<file path="src/rtl/i2s_pkg.sv">
// Shared I2S receiver types and default geometry.
package i2s_pkg;
  localparam int I2S_DATA_WIDTH = 24;
  localparam int I2S_SLOT_BITS  = 24;

  typedef enum logic {
    CH_LEFT  = 1'b0,
    CH_RIGHT = 1'b1
  } channel_e;

  typedef logic [I2S_DATA_WIDTH-1:0] sample_t;
endpackage

</file>
<file path="src/rtl/i2s_clk_gen.sv">
// I2S bus clock generator: bclk divider, slot bit counter, lrclk, and the
// bclk edge strobes that line up with the cycle each registered edge appears.
module i2s_clk_gen #(
  parameter int CLK_DIV   = 8,
  parameter int SLOT_BITS = 24,
  localparam int BW       = $clog2(SLOT_BITS)
) (
  input  logic          i_clk,
  input  logic          i_rst,
  input  logic          i_enable,
  output logic          o_bclk,
  output logic          o_lrclk,
  output logic          o_bclk_rise,
  output logic          o_bclk_fall,
  output logic          o_slot_start,
  output logic [BW-1:0] o_bit_cnt
);
  localparam int DIVW = (CLK_DIV > 1) ? $clog2(CLK_DIV) : 1;
  localparam logic [DIVW-1:0] DIV_MAX  = DIVW'(CLK_DIV - 1);
  localparam logic [BW-1:0]   BIT_LAST = BW'(SLOT_BITS - 1);

  logic [DIVW-1:0] r_div;
  logic [BW-1:0]   r_bit;
  logic            r_bclk;
  logic            r_lrclk;
  logic            w_wrap;

  // Strobes are asserted in the cycle whose clock edge moves bclk.
  assign w_wrap       = i_enable && (r_div == DIV_MAX);
  assign o_bclk_rise  = w_wrap && !r_bclk;
  assign o_bclk_fall  = w_wrap && r_bclk;
  assign o_slot_start = o_bclk_fall && (r_bit == BIT_LAST);
  assign o_bclk       = r_bclk;
  assign o_lrclk      = r_lrclk;
  assign o_bit_cnt    = r_bit;

  always_ff @(posedge i_clk or posedge i_rst) begin
    if (i_rst) begin
      r_div   <= '0;
      r_bit   <= '0;
      r_bclk  <= 1'b0;
      r_lrclk <= 1'b0;
    end else if (!i_enable) begin
      r_div   <= '0;
      r_bit   <= '0;
      r_bclk  <= 1'b0;
      r_lrclk <= 1'b0;
    end else begin
      if (w_wrap) begin
        r_div  <= '0;
        r_bclk <= ~r_bclk;
      end else begin
        r_div <= r_div + 1'b1;
      end
      if (o_bclk_fall) begin
        if (o_slot_start) begin
          r_bit   <= '0;
          r_lrclk <= ~r_lrclk;
        end else begin
          r_bit <= r_bit + 1'b1;
        end
      end
    end
  end
endmodule

</file>
<file path="src/rtl/i2s_receiver.sv">
// I2S master receiver: drives bclk/lrclk and deserialises Philips-format samples.
// Optional channel tag output enabled by I2S_RECEIVER_CHANNEL_TAG_EN.
module i2s_receiver
  import i2s_pkg::*;
#(
  parameter int CLK_DIV    = 8,
  parameter int DATA_WIDTH = I2S_DATA_WIDTH,
  parameter int SLOT_BITS  = I2S_SLOT_BITS
) (
  input  logic                  clk_i,
  input  logic                  rst_i,
  input  logic                  enable_i,
  input  logic                  audio_data_i,
  output logic [DATA_WIDTH-1:0] audio_data_o,
  output logic                  bclk_o,
  output logic                  lrclk_o,
  output logic                  new_sample_o
`ifdef I2S_RECEIVER_CHANNEL_TAG_EN
  ,
  output logic                  channel_o
`endif
);
  localparam int BW = $clog2(SLOT_BITS);
  localparam logic [BW-1:0] LAST_DATA_BIT = BW'(DATA_WIDTH - 1);

  logic                  w_bclk_rise;
  logic                  w_bclk_fall;
  logic                  w_slot_start;
  logic [BW-1:0]         w_bit_cnt;
  logic [DATA_WIDTH-1:0] w_shift_next;

  logic [DATA_WIDTH-2:0] r_shift;
  logic                  r_first;
  logic                  r_k0;
  logic                  r_done_vld;
  logic [DATA_WIDTH-1:0] r_done_word;
`ifdef I2S_RECEIVER_CHANNEL_TAG_EN
  channel_e              r_done_ch;
`endif

  i2s_clk_gen #(
    .CLK_DIV   (CLK_DIV),
    .SLOT_BITS (SLOT_BITS)
  ) u_clk_gen (
    .i_clk        (clk_i),
    .i_rst        (rst_i),
    .i_enable     (enable_i),
    .o_bclk       (bclk_o),
    .o_lrclk      (lrclk_o),
    .o_bclk_rise  (w_bclk_rise),
    .o_bclk_fall  (w_bclk_fall),
    .o_slot_start (w_slot_start),
    .o_bit_cnt    (w_bit_cnt)
  );

  assign w_shift_next = {r_shift, audio_data_i};

  always_ff @(posedge clk_i or posedge rst_i) begin
    if (rst_i) begin
      r_shift      <= '0;
      r_first      <= 1'b1;
      r_k0         <= 1'b1;
      r_done_vld   <= 1'b0;
      r_done_word  <= '0;
      audio_data_o <= '0;
      new_sample_o <= 1'b0;
`ifdef I2S_RECEIVER_CHANNEL_TAG_EN
      r_done_ch    <= CH_LEFT;
      channel_o    <= 1'b0;
`endif
    end else if (!enable_i) begin
      r_shift      <= '0;
      r_first      <= 1'b1;
      r_k0         <= 1'b1;
      r_done_vld   <= 1'b0;
      r_done_word  <= '0;
      new_sample_o <= 1'b0;
`ifdef I2S_RECEIVER_CHANNEL_TAG_EN
      r_done_ch    <= CH_LEFT;
      channel_o    <= 1'b0;
`endif
    end else begin
      // r_k0 marks that the next bclk rise is the one-bit-delayed LSB slot.
      if (w_slot_start) begin
        r_k0 <= 1'b1;
      end else if (w_bclk_fall) begin
        r_k0 <= 1'b0;
      end
      r_done_vld <= 1'b0;
      if (w_bclk_rise) begin
        if (r_k0) begin
          r_first     <= 1'b0;
          r_done_vld  <= ~r_first;
          r_done_word <= w_shift_next;
          r_shift     <= '0;
`ifdef I2S_RECEIVER_CHANNEL_TAG_EN
          r_done_ch   <= channel_e'(~lrclk_o);
`endif
        end else if (w_bit_cnt <= LAST_DATA_BIT) begin
          r_shift <= w_shift_next[DATA_WIDTH-2:0];
        end
      end
      new_sample_o <= r_done_vld;
      if (r_done_vld) begin
        audio_data_o <= r_done_word;
`ifdef I2S_RECEIVER_CHANNEL_TAG_EN
        channel_o    <= r_done_ch;
`endif
      end
    end
  end
endmodule

</file>
<file path="config.mk">
export PLATFORM = sky130hd
export DESIGN_NAME = i2s_receiver
export DESIGN_NICKNAME = d
export VERILOG_FILES = /design/src/rtl/i2s_pkg.sv /design/src/rtl/i2s_clk_gen.sv /design/src/rtl/i2s_receiver.sv
export SDC_FILE = /design/constraint.sdc
export NUM_CORES = 1
export LEC_CHECK = 0
export BUFFER_PORTS_ARGS = -buffer_cell sky130_fd_sc_hd__buf_2
export CORE_MARGIN = 2
export CORE_UTILIZATION = 55
export DETAILED_ROUTE_END_ITERATION = 12
export PLACE_DENSITY = 0.83
export SYNTH_ARGS = -nofsm -noshare
export SYNTH_HDL_FRONTEND = slang
export SYNTH_SLANG_ARGS = --single-unit
export TNS_END_PERCENT = 1
</file>
<file path="constraint.sdc">
create_clock -name clk_i -period 7.1 [get_ports clk_i]
set_input_delay 2.13 -clock clk_i [delete_from_list [all_inputs] [get_ports clk_i]]
set_output_delay 2.13 -clock clk_i [all_outputs]
set_load 0.01 [all_outputs]
</file>
==> flow_summary.json, run 1 <==
{
  "path_clk_slew_ns": 0.08,
  "slew_headroom": 0.260,
  "max_freq_mhz": 303,
  "finalSetupTns_ns": 0,
  "wl_per_cell_microns": 16.1,
  "fillerInstances": 453,
  "grt_usage": 0.183,
  "post-cts-setup-buffers": 0,
  "start_util": 0.564,
  "post_cts_resized": 0,
  "cts_tree": "yes",
  "syn_area_sq_um": 3300,
  "synth_edf_count": 0,
  "syn_nets": 236,
  "vdd_drop_max_uv": 111,
  "diodes": 0,
  "drt-initial-drc-count": 102,
  "cp.required_ns": 7.33,
  "drc": 0,
  "worst_slack_ns": 3.80,
  "dp.cells": 321,
  "min_path_type": "reg -> reg",
  "cap_violations": 0,
  "synth_top_area_share": 0.630,
  "dp_slack_ns": 3.38,
  "hold_viol": 0,
  "crit_fanout": 25,
  "finalSetupViolations": 0,
  "dpl_cell_area_sq_um": 3470,
  "synth-async-reset-ratio": 1.00,
  "finalCritPeriodShare": 0.465,
  "synth.distinct_cells": 37,
  "power.leakage_uw": 0.00189,
  "antenna_found_initial": 0,
  "clockBufferDepth": 2,
  "ant_nets": 0,
  "place_congestion": 0.800,
  "grt-ovfl-total": 0,
  "cp-end-kind": "register",
  "period_needed_ns": 3.30,
  "crit_type": "in -> reg",
  "avgSynthCellArea_sq_um": 14.4,
  "grt_pass1_vias": 1862,
  "stdcell_area_sq_um": 3680,
  "layout.cells.non_filler": 337,
  "placement.io_buffers": 30,
  "synthTopCellsByArea": "dfrtp_1 63%, mux2_2 8.2%, a22o_2 7.0%",
  "grt_pass1_wl_mm": 8.98,
  "clock_sinks": 85,
  "hpwlAfterDp_mm": 3.39,
  "vias_per_cell": 5.78,
  "rows": 28,
  "numCtsBuffers": 9,
  "wl_mm": 5.44,
  "cp-start-kind": "primary input",
  "fp.dieW_microns": 81.5,
  "slew_violations": 0,
  "area_delta_synth_final_pct": 11.6,
  "cp.arrival_ns": 3.53,
  "dieArea_sq_um": 6630,
  "synth_top_flop_cell": "dfrtp_1",
  "clock_skew_ns": 0.0118,
  "yosysWarningCount": 0,
  "cts_hold_buf": 0,
  "p_per_area_nw_per_um2": 232,
  "status": "finished, final reports clean",
  "drive_gt1_frac": 0.397,
  "insertion_delay_ns": 0.36,
  "htree_levels": 3,
  "core_area_sq_um": 5850,
  "via_count": 1949,
  "synth_cells": 229,
  "die_y_microns": 81.5,
  "synth-seq-area-share": 0.645,
  "rsz0062_at_grt": "false",
  "first_pass_iters": 4,
  "cts-root-buf": "clkbuf_8",
  "fin_nets": 264,
  "yosys.area.top_type": "dfrtp_1",
  "worst_slew_pin_slew_ns": 1.11,
  "ys_ff_latch": 85,
  "io_pins": 31,
  "p_total_uw": 853,
  "grt_max_degree": 86
}
[flip-flops by register name (all words and copies together), names as in the netlist]
signal,flops
u_clk_gen.r_div,3
audio_data_o,24
u_clk_gen.o_bclk,1
u_clk_gen.o_lrclk,1
r_done_word,24
u_clk_gen.o_bit_cnt,5
r_first,1
r_done_vld,1
r_shift,23
new_sample_o,1
r_k0,1
[worst paths after layout]
check / from / to / slack, ns / cells past startpoint
worst max-delay path: enable_i / audio_data_o[0] / 3.80 / 3
worst min-delay path: u_clk_gen.r_div[0] / u_clk_gen.r_div[0] / 0.45 / 1
worst max register to register: u_clk_gen.r_div[0] / r_done_word[1] / 4.87 / 5
worst min register to register: u_clk_gen.r_div[0] / u_clk_gen.r_div[0] / 0.45 / 1
max in group asynchronous: rst_i / u_clk_gen.o_bit_cnt[4] / 4.36 / 3
min in group asynchronous: rst_i / r_shift[7] / 2.08 / 3
[cells by family after synthesis]
logic type | Yosys count | share of synthesized area
compound gates | 59 | 0.158
xor+xnor | 1 | 0.00266
fa+ha+maj | 3 | 0.0114
buf+inv | 19 | 0.0311
flops | 85 | 0.645
mux | 25 | 0.0849
simple gates | 37 | 0.0667
[critical path, stage by stage]
cell	delay [ns]
buf_2	0.15
nand2_1	0.82
mux2_2	0.42
[per-stage QoR]
| step | hold WS [ns] | util |
|---|---|---|
| finish | 0.446 | 0.629 |
| CTS | 0.441 | 0.629 |
| global placement | 0.425 | 0.593 |
| floorplan | 0.408 | - |
| global route | 0.463 | 0.629 |
| detailed placement | 0.428 | 0.593 |
[metal layers]
layer,vias to the layer above,global-route usage,wire (microns)
met5,-,0,0
met4,0,0.0949,77
met3,7,0.0527,279
met2,45,0.266,2490
met1,998,0.250,2600
li1,899,-,-
[cells in the final DEF (no fill, tap or decap), drive strengths merged, types with 3 or more instances in the layout]
master / instances
nand3: 3
nand2b: 3
dfrtp: 83
nor2: 4
ha: 3
mux2: 24
clkbuf: 11
buf: 32
a21oi: 9
nand2: 14
a22o: 43
inv: 3
clkinv: 3
[synthesized netlist by cell type (all sizes together) (2+ instances only)]
cell type,n
a21oi,9
a22o,43
buf,13
clkbuf,2
dfrtp,83
dfstp,2
ha,3
inv,4
mux2,24
nand2,14
nand2b,3
nand3,3
nand4b,2
nor2,4
nor3b,2
o21ai,2
[area by class of cell]
| class | count | area, sq um | share of cell area |
|---|---|---|---|
| multi-input cells | 125 | 1070 | 0.290 |
| clock buffers | 11 | 151 | 0.0411 |
| well taps | 75 | 93.8 | 0.0255 |
| repair buffers | 32 | 165 | 0.0449 |
| inverters | 4 | 16.3 | 0.00442 |
| flip-flops and latches | 85 | 2130 | 0.578 |
| clock inverters | 5 | 58.8 | 0.0160 |
[where the power goes]
group          leakage (uW)  internal [uW]  switching, uW
Combinational      0.000608           3.60           16.2
Clock              0.000102            182            166
Sequential          0.00118            485          0.733
Total               0.00189            670            183
No activity file was read; power rests on OpenSTA's default activity.
==> run 2: changes to the inputs <==
==> constraint.sdc (replaced) <==
create_clock -name clk_i -period 3.2 [get_ports clk_i]
set_input_delay 0.96 -clock clk_i [delete_from_list [all_inputs] [get_ports clk_i]]
set_output_delay 0.96 -clock clk_i [all_outputs]
set_load 0.01 [all_outputs]
==> run 2 against run 1 <==
Net effect:
- critical path depth down 2
- via count up 0.36%
- combinational power up 140%
- critical endpoint is now bclk_o
- highest routed layer unchanged
==> flow_summary.json, run 2 (synthesis gave the netlist of run 1 again) <==
{
  "status": "finished, final reports clean",
  "cp.required_ns": 2.24,
  "grt_max_degree": 54,
  "p_sw_uw": 377,
  "core_area_sq_um": 5850,
  "worst_slew_pin_slew_ns": 0.578,
  "p_total_uw": 1850,
  "start_util": 0.564,
  "diodes": 0,
  "crit_type": "reg -> out",
  "first_pass_iters": 4,
  "crit_chain": "buf_2",
  "drt-initial-drc-count": 110,
  "cp.arrival_ns": 1.11,
  "path_clk_slew_ns": 0.07,
  "power.leakage_uw": 0.00191,
  "grt-ovfl-total": 0,
  "rows": 28,
  "netSwitchingFraction": 0.204,
  "cp-end-kind": "output port",
  "drive_gt1_frac": 0.400,
  "grt_pass1_wl_mm": 9.34,
  "crit_buf_inv": 1,
  "ant_nets": 0,
  "finalSetupTns_ns": 0,
  "vdd_drop_max_uv": 262,
  "post-cts-setup-buffers": 0,
  "rsz0062_at_grt": "false",
  "clockBufferDepth": 2,
  "cts-root-buf": "clkbuf_8",
  "critPathTopFamily": "flip-flops",
  "cts_tree": "yes",
  "vias_per_cell": 5.75,
  "htree_levels": 3,
  "cts_hold_buf": 0,
  "wl_per_cell_microns": 16.5,
  "clock_sinks": 85,
  "die_y_microns": 81.5,
  "finalSetupViolations": 0,
  "fp.dieW_microns": 81.5,
  "p_per_area_nw_per_um2": 498,
  "numCtsBuffers": 9,
  "insertion_delay_ns": 0.34,
  "cap_violations": 0,
  "clock_skew_ns": 0.00553,
  "placement.io_buffers": 30,
  "slew_violations": 0,
  "antenna_found_initial": 0,
  "clkPwrFrac": 0.391,
  "dp_slack_ns": 0.863,
  "cp-start-kind": "register",
  "fillerInstances": 447,
  "finalCritPeriodShare": 0.647,
  "grt_usage": 0.192,
  "reg_top3": "audio_data_o: 24 flops, r_done_word: 24 flops, r_shift: 23 flops",
  "internal-power_uw": 1470,
  "dieArea_sq_um": 6630,
  "postLayoutCoreUtil": 0.634,
  "place_congestion": 0.783,
  "power_frac_comb": 0.025,
  "io_pins": 31,
  "cpMaxStageDelayCell": "dfrtp_1",
  "via_count": 1956,
  "layout.cells.most_common_list": "83 x dfrtp_1, 30 x buf_2, 24 x mux2_2",
  "final_common_cell": "dfrtp_1",
  "crit_fanout": 10,
  "min_path_type": "reg -> reg",
  "slew_headroom": 0.614,
  "area_delta_synth_final_pct": 12.5,
  "seqPwrFrac": 0.583,
  "fin_nets": 268,
  "post_cts_resized": 0,
  "grt_pass1_vias": 1908,
  "slowest_delay_ns": 0.57,
  "hpwlAfterDp_mm": 3.56,
  "max_freq_mhz": 483,
  "worst_slack_ns": 1.13,
  "hold_viol": 0,
  "period_needed_ns": 2.07,
  "drc": 0,
  "wl_mm": 5.61
}
[run 2: stage by stage]
stage | hold slack [ns] | instances | cell area, sq um
final | 0.439 | 340 | 3710
after global routing | 0.466 | 340 | 3710
after CTS | 0.440 | 340 | 3710
after detailed placement | 0.429 | 325 | 3510
after global placement | 0.424 | 325 | 3510
after floorplan | 0.408 | 229 | 3300
[run 2: layer usage]
metal | track usage | vias to the layer above | routed length [microns]
met5 | 0 | - | 0
met4 | 0.0814 | 0 | 59
met3 | 0.0593 | 6 | 243
met1 | 0.273 | 1004 | 2710
met2 | 0.275 | 41 | 2600
li1 | - | 905 | -
[run 2: area by class of cell]
cell class                 instances  area, sq um  area share
clock buffer                      15          196      0.0529
timing repair buffer              36          208      0.0560
inverter                           4         16.3     0.00438
sequential                        85         2130       0.574
tap                               75         93.8      0.0253
multi-input combinational        125         1070       0.288
[run 2: worst paths after layout]
check | depth (start not counted) | endpoint | startpoint | slack (ns)
worst min-delay path | 1 | u_clk_gen.r_div[0] | u_clk_gen.r_div[0] | 0.44
worst max-delay path | 1 | bclk_o | u_clk_gen.o_bclk | 1.13
min in group asynchronous | 2 | audio_data_o[7] | rst_i | 0.65
worst min register to register | 1 | u_clk_gen.r_div[0] | u_clk_gen.r_div[0] | 0.44
worst max register to register | 5 | u_clk_gen.o_bit_cnt[3] | u_clk_gen.r_div[0] | 1.31
max in group asynchronous | 3 | r_shift[14] | rst_i | 1.90
[run 2: power groups by stage]
stage	logic, uW	registers (uW)	clock network, uW
global route	54.5	1080	808
detailed placement	48.6	1100	0
CTS	48.7	1080	738
finish	47.0	1080	724
floorplan	34.3	1100	0
global placement	47.6	1100	0
==> run 3: changes to the inputs <==
--- a/config.mk
+++ b/config.mk
@@ -5,9 +5,10 @@
 export SDC_FILE = /design/constraint.sdc
 export NUM_CORES = 1
 export LEC_CHECK = 0
+export ABC_AREA = 1
 export BUFFER_PORTS_ARGS = -buffer_cell sky130_fd_sc_hd__buf_2
 export CORE_MARGIN = 2
-export CORE_UTILIZATION = 55
+export CORE_UTILIZATION = 53
 export DETAILED_ROUTE_END_ITERATION = 12
 export PLACE_DENSITY = 0.83
 export SYNTH_ARGS = -nofsm -noshare
==> constraint.sdc (replaced) <==
create_clock -name clk_i -period 1.84 [get_ports clk_i]
set_input_delay 0.552 -clock clk_i [delete_from_list [all_inputs] [get_ports clk_i]]
set_output_delay 0.552 -clock clk_i [all_outputs]
set_load 0.01 [all_outputs]
==> run 3 against run 2 <==
Net effect:
- synthesized area grew 6.9%
- core utilization shrank 0.87 points
- worst hold slack lost 0.24 ns
- setup slack lost 0.97 ns
- sequential share of layout area shrank 4.1 points
- die area grew 10%
- largest power group unchanged
==> flow_summary.json, run 3 <==
{
  "status": "finished, final reports clean",
  "final_common_cell": "nand2_1",
  "layout.cells.non_filler": 515,
  "cpMaxStageDelayCell": "dfrtp_1",
  "p_per_area_nw_per_um2": 834,
  "htree_levels": 3,
  "layout.cells.most_common_list": "147 x nand2_1, 83 x dfrtp_1, 49 x nand3_1",
  "p_sw_uw": 791,
  "crit_type": "reg -> reg",
  "grt_pass1_wl_mm": 12.2,
  "worstReg2RegEnd": "r_shift[9]",
  "drive_gt1_frac": 0.151,
  "fp.dieW_microns": 85.6,
  "crit_buf_inv": 2,
  "drc": 0,
  "hold_viol": 0,
  "cp.required_ns": 2.09,
  "area_delta_synth_final_pct": 13.3,
  "placement.io_buffers": 30,
  "path_clk_slew_ns": 0.09,
  "reg2reg_from": "u_clk_gen.r_div[0]",
  "cp.arrival_ns": 1.94,
  "synth_common_cells": "147 x nand2_1, 83 x dfrtp_1, 49 x nand3_1",
  "period_needed_ns": 1.68,
  "dieArea_sq_um": 7320,
  "synth_top_flop_cell": "dfrtp_1",
  "ys_ff_latch": 85,
  "fin_nets": 440,
  "clkPwrFrac": 0.395,
  "synthTopCellsByArea": "dfrtp_1 59%, nand2_1 16%, nand3_1 7.0%",
  "synth-async-reset-ratio": 1.00,
  "dp.cells": 499,
  "max_freq_mhz": 594,
  "crit_fanout": 16,
  "rr_worst_depth": 9,
  "worst_slew_pin_slew_ns": 0.591,
  "grt_usage": 0.213,
  "synth_top_area_share": 0.589,
  "synth_edf_count": 0,
  "via_count": 2724,
  "rows": 29,
  "finalSetupViolations": 0,
  "cap_violations": 0,
  "syn_nets": 412,
  "vdd_drop_max_uv": 659,
  "diodes": 0,
  "wl_mm": 7.08,
  "crit_chain": "ha_1 -> ha_1 -> nand2_2 -> nor2_4 -> inv_2 -> nand2_2 -> buf_6 -> nand3_1 -> nand2_1",
  "hold_ws_ns": 0.203,
  "grt_pass1_vias": 2608,
  "cts_tree": "yes",
  "clockBufferDepth": 2,
  "insertion_delay_ns": 0.36,
  "grt-ovfl-total": 0,
  "hpwlAfterDp_mm": 4.48,
  "vias_per_cell": 5.29,
  "yosysWarningCount": 0,
  "dpl_cell_area_sq_um": 3780,
  "synth.distinct_cells": 20,
  "reg_top3": "audio_data_o: 24 flops, r_done_word: 24 flops, r_shift: 23 flops",
  "synth_cells": 405,
  "cp-end-kind": "register",
  "numCtsBuffers": 9,
  "syn_area_sq_um": 3530,
  "internal-power_uw": 2540,
  "netSwitchingFraction": 0.237,
  "r2r_setup_slack_ns": 0.16,
  "yosysMostFrequentCell": "nand2_1",
  "clock_sinks": 85,
  "cp-start-kind": "register",
  "slowest_delay_ns": 0.39,
  "seqPwrFrac": 0.564,
  "finalCritPeriodShare": 0.915,
  "place_congestion": 0.780,
  "min_path_type": "in -> async",
  "grt_max_degree": 43,
  "yosys.area.top_type": "dfrtp_1",
  "stdcell_area_sq_um": 4000,
  "cts-root-buf": "clkbuf_8",
  "die_y_microns": 85.6,
  "wl_per_cell_microns": 13.7,
  "slew_headroom": 0.606,
  "io_pins": 31,
  "clock_skew_ns": 0.00813,
  "core_area_sq_um": 6390,
  "ant_nets": 0,
  "postLayoutCoreUtil": 0.626,
  "start_util": 0.552,
  "avgSynthCellArea_sq_um": 8.71,
  "first_pass_iters": 5,
  "synth-seq-area-share": 0.604,
  "antenna_found_initial": 0,
  "drt-initial-drc-count": 214,
  "power.leakage_uw": 0.00211,
  "power_frac_comb": 0.041,
  "post-cts-setup-buffers": 0,
  "slew_violations": 0,
  "critPathTopFamily": "simple AND/OR/NAND/NOR gates"
}
## run 3: cell count changes in the layout (fill, tap and decap cells not counted), moves of 5 or more
cell | previous run | this run
clkbuf_8 | 14 | 9
inv_1 | 3 | 18
o21ai_0 | 2 | 16
mux2_2 | 24 | 0
a22o_2 | 23 | 0
o21ai_1 | 0 | 14
nor2_1 | 4 | 36
nand3_1 | 3 | 49
a22o_1 | 20 | 0
nand2_1 | 13 | 147
a21oi_1 | 9 | 3
## run 3: layer usage
layer	track usage	vias up	wire length [microns]
met5	0	-	0
met4	0.0880	0	116
met2	0.332	78	3400
met3	0.0529	11	396
met1	0.287	1297	3170
li1	-	1338	-
## run 3: worst max-delay path by stage
stage | from | to | slack [ns] | depth (start not counted)
2_1_floorplan | u_clk_gen.r_div[0] | r_done_word[10] | 0.30 | 8
3_3_place_gp | enable_i | r_shift[2] | 0.11 | 8
3_5_place_dp | enable_i | r_shift[17] | 0.03 | 8
4_1_cts | u_clk_gen.r_div[0] | r_shift[17] | 0.06 | 9
5_1_grt | u_clk_gen.r_div[0] | r_shift[14] | -0.005 | 9
6_report | u_clk_gen.r_div[0] | r_shift[9] | 0.16 | 9
## run 3: stage by stage
| stage | power [uW] | setup TNS [ns] | setup slack, ns |
|---|---|---|---|
| finish | 3330 | 0 | 0.156 |
| global route | 3440 | -0.00475 | -0.00475 |
| CTS | 3350 | 0 | 0.0598 |
| detailed placement | 2050 | 0 | 0.0259 |
| global placement | 2050 | 0 | 0.107 |
| floorplan | 2010 | 0 | 0.296 |
## run 3: cell type report
cell class	instances	area, sq um
Clock inverter	7	75.1
Timing Repair Buffer	39	272
Multi-Input combinational cell	278	1220
Inverter	20	78.8
Sequential cell	85	2130
Fill cell	518	2390
Clock buffer	9	124
Tap cell	77	96.3
## run 3: logic make-up after synthesis
kind of cell / share of synthesized area
AO/OA/AOI/OAI: 0.0522
adder cells (fa/ha/maj): 0.0106
buffers and inverters: 0.0539
flip-flops: 0.604
AND/OR/NAND/NOR: 0.279
## run 3: power by group through the flow
stage               Combinational (uW)  Sequential (uW)  Clock [uW]
floorplan                         90.9             1920           0
global placement                   133             1920           0
detailed placement                 135             1920           0
CTS                                136             1880        1340
global route                       155             1880        1400
finish                             136             1880        1320
## run 3: repair_timing
action | in CTS | in global routing
resized for setup | 0 | 3
hold buffers | 0 | 0
endpoints found under the setup margin | 0 | 23
## run 3: worst register-to-register path, cell delays in order (launching register included)
cell	delay, ns
dfrtp_1	0.39
ha_1	0.20
ha_1	0.22
nand2_2	0.13
nor2_4	0.06
inv_2	0.06
nand2_2	0.15
buf_6	0.22
nand3_1	0.10
nand2_1	0.06
